[config.mk]
export PLATFORM = sky130hd
export DESIGN_NAME = uart_tx_arbiter
export DESIGN_NICKNAME = d
export VERILOG_FILES = /design/src/rtl/uart_pkg.sv /design/src/rtl/uart_tx_arbiter_rr_arbiter.sv /design/src/rtl/uart_tx_arbiter.sv
export SDC_FILE = /design/constraint.sdc
export NUM_CORES = 1
export LEC_CHECK = 0
export ABC_AREA = 1
export CAP_MARGIN = 20
export CORE_UTILIZATION = 29
export DETAILED_ROUTE_END_ITERATION = 16
export GPL_TIMING_DRIVEN = 0
export PLACE_DENSITY = 0.75
export SLEW_MARGIN = 20
export SYNTH_ARGS = -nofsm -noshare
export SYNTH_HDL_FRONTEND = slang
export SYNTH_SLANG_ARGS = --single-unit
[constraint.sdc]
create_clock -name clk -period 2.05 [get_ports clk]
set_clock_uncertainty 0.2 [all_clocks]
set_input_delay 0.41 -clock clk [delete_from_list [all_inputs] [get_ports clk]]
set_output_delay 0.41 -clock clk [all_outputs]
set_load 0.05 [all_outputs]
[src/rtl/uart_pkg.sv]
// Shared definitions for the UART transmit arbiter: FSM encoding, clog2 helper, default byte width.
package uart_pkg;

  localparam int DEFAULT_DATA_BITS = 8;

  typedef enum logic [2:0] {
    IDLE      = 3'd0,
    LOAD      = 3'd1,
    START     = 3'd2,
    WAIT_BUSY = 3'd3,
    WAIT_DONE = 3'd4
  } arb_state_t;

  // Minimum of 1 so single-bit indices stay legal.
  function automatic int clog2(input int value);
    int r;
    r = 0;
    for (int i = 0; i < 31; i++) begin
      if ((1 << i) < value) r = i + 1;
    end
    return (r < 1) ? 1 : r;
  endfunction

endpackage

[src/rtl/uart_tx_arbiter_rr_arbiter.sv]
// Combinational masked round-robin: lowest request at or above rr_ptr wins, else lowest overall.
module rr_arbiter
  import uart_pkg::*;
#(
  parameter int NUM_REQ = 4,
  parameter int IW      = clog2(NUM_REQ)
) (
  input  logic [NUM_REQ-1:0] req,
  input  logic [IW-1:0]      rr_ptr,
  output logic [NUM_REQ-1:0] grant,
  output logic [IW-1:0]      index,
  output logic               any
);

  logic hit;

  always_comb begin
    grant = '0;
    index = '0;
    hit   = 1'b0;
    any   = |req;
    for (int i = 0; i < NUM_REQ; i++) begin
      if (!hit && req[i] && (i >= int'(rr_ptr))) begin
        hit      = 1'b1;
        index    = IW'(i);
        grant[i] = 1'b1;
      end
    end
    // Nothing at or above the pointer: wrap to the lowest request.
    for (int i = 0; i < NUM_REQ; i++) begin
      if (!hit && req[i]) begin
        hit      = 1'b1;
        index    = IW'(i);
        grant[i] = 1'b1;
      end
    end
  end

endmodule

[src/rtl/uart_tx_arbiter.sv]
// Round-robin sharing of one uart_tx among NUM_REQ byte producers, one byte in flight at a time.
// Optional per-byte watchdog enabled by defining UART_ARB_TIMEOUT_EN.
module uart_tx_arbiter
  import uart_pkg::*;
#(
  parameter  int NUM_REQ        = 4,
  parameter  int DATA_BITS      = DEFAULT_DATA_BITS,
  parameter  int TIMEOUT_CYCLES = 2000000,
  localparam int IW             = clog2(NUM_REQ)
) (
  input  logic                         clk,
  input  logic                         rst,
  input  logic                         tx_en,
  input  logic [NUM_REQ-1:0]           req_valid,
  input  logic [NUM_REQ*DATA_BITS-1:0] req_data,
  output logic [NUM_REQ-1:0]           req_ready,
  output logic                         tx_start,
  output logic [DATA_BITS-1:0]         data_out,
  input  logic                         tx_busy,
  input  logic                         tx_done,
  output logic [IW-1:0]                grant_id,
  output logic                         active,
  output logic                         timeout_err
);

  if (NUM_REQ < 2 || NUM_REQ > 8 || TIMEOUT_CYCLES < 2) begin : g_bad_cfg
    $error("uart_tx_arbiter: NUM_REQ must be 2..8 and TIMEOUT_CYCLES >= 2");
  end

  arb_state_t           state, state_nxt;
  logic [IW-1:0]        rr_ptr;
  logic [NUM_REQ-1:0]   arb_grant;
  logic [IW-1:0]        arb_idx;
  logic                 arb_any;
  logic                 accept;
  logic                 wd_expire;

  rr_arbiter #(
    .NUM_REQ (NUM_REQ),
    .IW      (IW)
  ) u_rr_arbiter (
    .req    (req_valid),
    .rr_ptr (rr_ptr),
    .grant  (arb_grant),
    .index  (arb_idx),
    .any    (arb_any)
  );

  // rst gates the accept so no ready pulse leaks out while reset is held.
  assign accept      = (state == IDLE) && tx_en && arb_any && !tx_busy && !rst;
  assign req_ready   = accept ? arb_grant : '0;
  assign tx_start    = (state == START);
  assign active      = (state != IDLE);
  assign timeout_err = wd_expire && !tx_done;

`ifdef UART_ARB_TIMEOUT_EN
  localparam int TW = clog2(TIMEOUT_CYCLES);
  logic [TW-1:0] wd_cnt;
  logic          in_wait;

  assign in_wait   = (state == WAIT_BUSY) || (state == WAIT_DONE);
  assign wd_expire = in_wait && (wd_cnt == TW'(TIMEOUT_CYCLES - 1));

  always_ff @(posedge clk or posedge rst) begin
    if (rst) begin
      wd_cnt <= '0;
    end else if (state == START) begin
      wd_cnt <= '0;
    end else if (in_wait) begin
      wd_cnt <= wd_cnt + TW'(1);
    end
  end
`else
  assign wd_expire = 1'b0;
`endif

  always_comb begin
    state_nxt = state;
    unique case (state)
      IDLE:      if (accept) state_nxt = LOAD;
      LOAD:      state_nxt = START;
      START:     state_nxt = WAIT_BUSY;
      // A done seen before busy means uart_tx already finished the byte.
      WAIT_BUSY: begin
        if (tx_done)        state_nxt = IDLE;
        else if (wd_expire) state_nxt = IDLE;
        else if (tx_busy)   state_nxt = WAIT_DONE;
      end
      WAIT_DONE: if (tx_done || wd_expire) state_nxt = IDLE;
      default:   state_nxt = IDLE;
    endcase
  end

  always_ff @(posedge clk or posedge rst) begin
    if (rst) begin
      state    <= IDLE;
      rr_ptr   <= '0;
      data_out <= '0;
      grant_id <= '0;
    end else begin
      state <= state_nxt;
      if (accept) begin
        data_out <= req_data[int'(arb_idx)*DATA_BITS +: DATA_BITS];
        grant_id <= arb_idx;
      end
      if (state == LOAD) begin
        rr_ptr <= (grant_id == IW'(NUM_REQ - 1)) ? '0 : grant_id + IW'(1);
      end
    end
  end

endmodule

==> results of run 1 <==
[per-stage QoR]
step	cells	worst slack, ns	hold slack, ns	setup TNS [ns]
finish	318	-0.163	0.196	-0.494
global route	318	-0.211	0.236	-0.771
CTS	308	-0.126	0.200	-0.376
detailed placement	286	-1.23	0.308	-9.47
global placement	286	-1.21	0.298	-9.03
floorplan	182	0.0119	0.0390	0
[report_power, final]
| part | total (mW) | internal [mW] | switching [mW] | leakage (nW) |
|---|---|---|---|---|
| combinational | 1.69 | 0.655 | 1.04 | 0.920 |
| sequential | 0.525 | 0.433 | 0.0920 | 0.173 |
| clock | 0.249 | 0.135 | 0.114 | 0.0255 |
| total | 2.47 | 1.22 | 1.25 | 1.12 |
[timing repair]
action                                 in CTS  in global routing
pin swaps                                   5                  6
buffers inserted                           18                 10
setup endpoints to repair                  18                 16
gates resized for setup                    56                 16
endpoints found under the hold margin       0                  0
[Yosys cell counts (all sizes together), types with 2 or more instances]
cell type  instances
nand4             19
nor4               2
inv               38
dfrtp             15
o31ai              2
nand3             13
a21oi             10
nand2             50
buf                6
nor2              17
o21ai              3
[cells in the final DEF, fill, tap and decap left out, drive strengths merged]
master,instances
a21oi,10
buf,39
clkbuf,4
clkdlybuf4s15,3
clkdlybuf4s18,1
clkdlybuf4s50,37
clkinv,2
clkinvlp,1
conb,1
dfrtp,15
dlygate4sd2,5
dlymetal6s2s,4
ha,1
inv,37
mux2,1
nand2,50
nand2b,1
nand3,13
nand3b,1
nand4,19
nor2,17
nor3,1
nor4,2
o21ai,3
o31ai,2
[registers in the layout, summed over array words and instances, names as in the netlist]
register and cells:
data_out 8, grant_id 2, rr_ptr 2, state 3
[worst max-delay path, stage by stage (launching register included)]
cell,delay (ns)
dfrtp_1,0.40
inv_2,0.11
nand3_4,0.09
nor2_4,0.11
o31ai_4,0.09
buf_6,0.15
buf_12,0.13
a21oi_4,0.10
buf_6,0.17
[how the worst max path moves through the flow]
stage / startpoint / endpoint / slack (ns) / cells past startpoint
2_1_floorplan: rst / req_ready[0] / 0.01 / 6
3_3_place_gp: rst / req_ready[1] / -1.21 / 8
3_5_place_dp: rst / req_ready[0] / -1.23 / 8
4_1_cts: state[0] / req_ready[1] / -0.13 / 8
5_1_grt: state[0] / req_ready[1] / -0.21 / 8
6_report: state[0] / req_ready[1] / -0.16 / 8
[cell families (layout without fill, tap and decap cells)]
group	Yosys count	in the layout	synth area share (%)
AO/OA/AOI/OAI	15	15	7.89
adder cells (fa/ha/maj)	1	1	1.05
buffers and inverters	45	133	15.8
flip-flops	15	15	31.6
multiplexers	1	1	0.947
other	1	1	0.315
AND/OR/NAND/NOR	104	104	42.4
[routing by layer]
layer / wire, µm / part of all wire [%] / vias up / global-route usage (%)
li1: - / - / 757 / -
met1: 1710 / 42 / 702 / 22.2
met2: 2060 / 51 / 43 / 33.0
met3: 186 / 4.6 / 8 / 2.24
met4: 95 / 2.3 / 0 / 7.45
met5: 0 / 0 / - / 0
[cell type report]
type	instances	area, µm²
Buffer	6	53.8
Clock buffer	3	41.3
Clock inverter	1	5.00
Fill cell	341	1600
Inverter	39	155
Multi-Input combinational cell	122	726
Sequential cell	15	375
Tap cell	48	60.1
Timing Repair Buffer	84	787
==> results.rst, run 1 <==
.. list-table::
   :header-rows: 1

   * - Metric
     - Value
   * - Antenna cell count
     - 0
   * - Clk Tree Root Cell
     - clkbuf_8
   * - Number of standard-cell rows in the floorplan
     - 22
   * - Number of detailed-route iterations in the first pass
     - 4
   * - Drc violations
     - 0
   * - DR vias
     - 1510
   * - Warning count from the yosys run
     - 0
   * - Cell accounting for the most synthesized area
     - dfrtp_1
   * - Clock sink count
     - 15
   * - Wire length per cell after detailed routing
     - 12.7 µm
   * - Final Total Pwr
     - roughly 2.5 mW
   * - RSZ-0062 raised after global routing
     - yes
   * - Finished Core Util
     - approximately three fifths
   * - Count of flip-flops with a built-in enable after synthesis
     - 0
   * - Top cells by area in the synthesized netlist
     - dfrtp_1, nand2_1, inv_1
   * - Static leakage
     - ~1.1 nW
   * - Via count of the first global-routing pass
     - ~1400
   * - Pin count of the biggest net entering global routing
     - 16
   * - Hold/Removal Path Class
     - in2async
   * - Outcome
     - finished with violations
   * - Arrival time of data at the critical path endpoint
     - between 1.5 and 2 ns
   * - Setup violations, final
     - 4
   * - Htree depth
     - 1
   * - Clock latency reported for the late side of the worst-skew pair
     - ~0.25 ns
   * - Failing checks
     - negative setup slack
   * - Seq/Total Area, Yosys
     - around a third
   * - Area of the die
     - around 4400 µm²
   * - Clock slew at the register clock pins of the worst setup and hold paths
     - 0.07 ns
   * - Tightest slew margin relative to the limit
     - 63.8%
   * - Power density over the cells
     - approximately 1100 nW/µm²
   * - Worst Setup Start Kind
     - flip-flop
   * - TritonCTS Buffers
     - 3
   * - Hold Vio Cnt, Final
     - 0
   * - Reg-to-reg endpoint
     - data_out[1]
   * - Core Area
     - ~3800 µm²
   * - Post-placement cell area
     - about 1900 µm²
   * - Number of buffers inserted by port buffering
     - 56
   * - Slack of the worst reg-to-reg path
     - 0.16 ns
   * - Area of the mapped netlist
     - around 1200 µm²
   * - Critical Setup Path Class
     - reg2out
   * - CP max FO
     - 5
   * - Total global routing overflow
     - 0
   * - Number of top-level design ports
     - just under 60
   * - Global-route total usage across every layer
     - a little under a fifth
   * - Fraction of post-synthesis cell area in the top cell type by area
     - between 30% and 40%
   * - Maximum capacitance violations
     - 0
   * - Synth Instances
     - around 180
   * - Kind of end point of the critical path
     - primary output
   * - Crit share post-route
     - 108%
   * - Transition at the pin with the smallest max-transition slack
     - between 0.5 and 0.6 ns
   * - Starting density of the core
     - roughly 31%
   * - Iteration-0 DRC count of the detailed router
     - around 100
   * - Count of cell types in the netlist
     - 26
   * - Minimum period implied by the final worst setup slack
     - about 2.2 ns
   * - Post-route standard cell area excluding fillers
     - about 2200 µm²
   * - First-pass GRT wire length
     - 6.18 mm
   * - Flip-flop and latch count after synthesis
     - 15
   * - Net total in the final layout
     - between 300 and 400
   * - Worst reg2reg path startpoint
     - rr_ptr[0]
   * - Die boundary height
     - approximately 66 µm
   * - Mean Syn Cell Area
     - ~6.5 µm²
   * - Largest voltage drop on the vdd net
     - between 0.4 and 0.5 mV
   * - Antenna violations before repair
     - 0
   * - Area overhead of the layout relative to synthesis
     - 85.4%
   * - CTS tree
     - done
   * - Most used flip-flop cell after synthesis
     - dfrtp_1
   * - Fraction of layout instances using a drive strength above 1
     - between 20 and 30%
   * - Syn Nets
     - between 200 and 250
   * - Count of pins over their slew limit
     - 0
   * - Placed wire-length estimate
     - approximately 2.6 mm
   * - Count of cells along the worst register-to-register path
     - 10
   * - Async set or reset register ratio after synthesis
     - 100%
   * - Placer's final routability congestion estimate
     - around 0.91
   * - Post-route ant nets
     - 0
   * - CTS max path bufs
     - 2
   * - Hold buffer count at CTS
     - 0
   * - Via-to-Cell Ratio
     - between 4 and 5
   * - Width of the chip
     - about 66 µm
   * - Post-route setup slack
     - -0.163 ns
   * - Wire length after detailed routing
     - between 4 and 5 mm
   * - CP required
     - about 1.4 ns
   * - Peak Freq
     - between 400 and 500 MHz
Power figures use the tool's default switching activity.
==> run 2, diff against run 1 <==
- ABC_CLOCK_PERIOD_IN_PS: default -> 2050
==> results of run 2 <==
Final layout, timing and power as in run 1 (identical DEF).
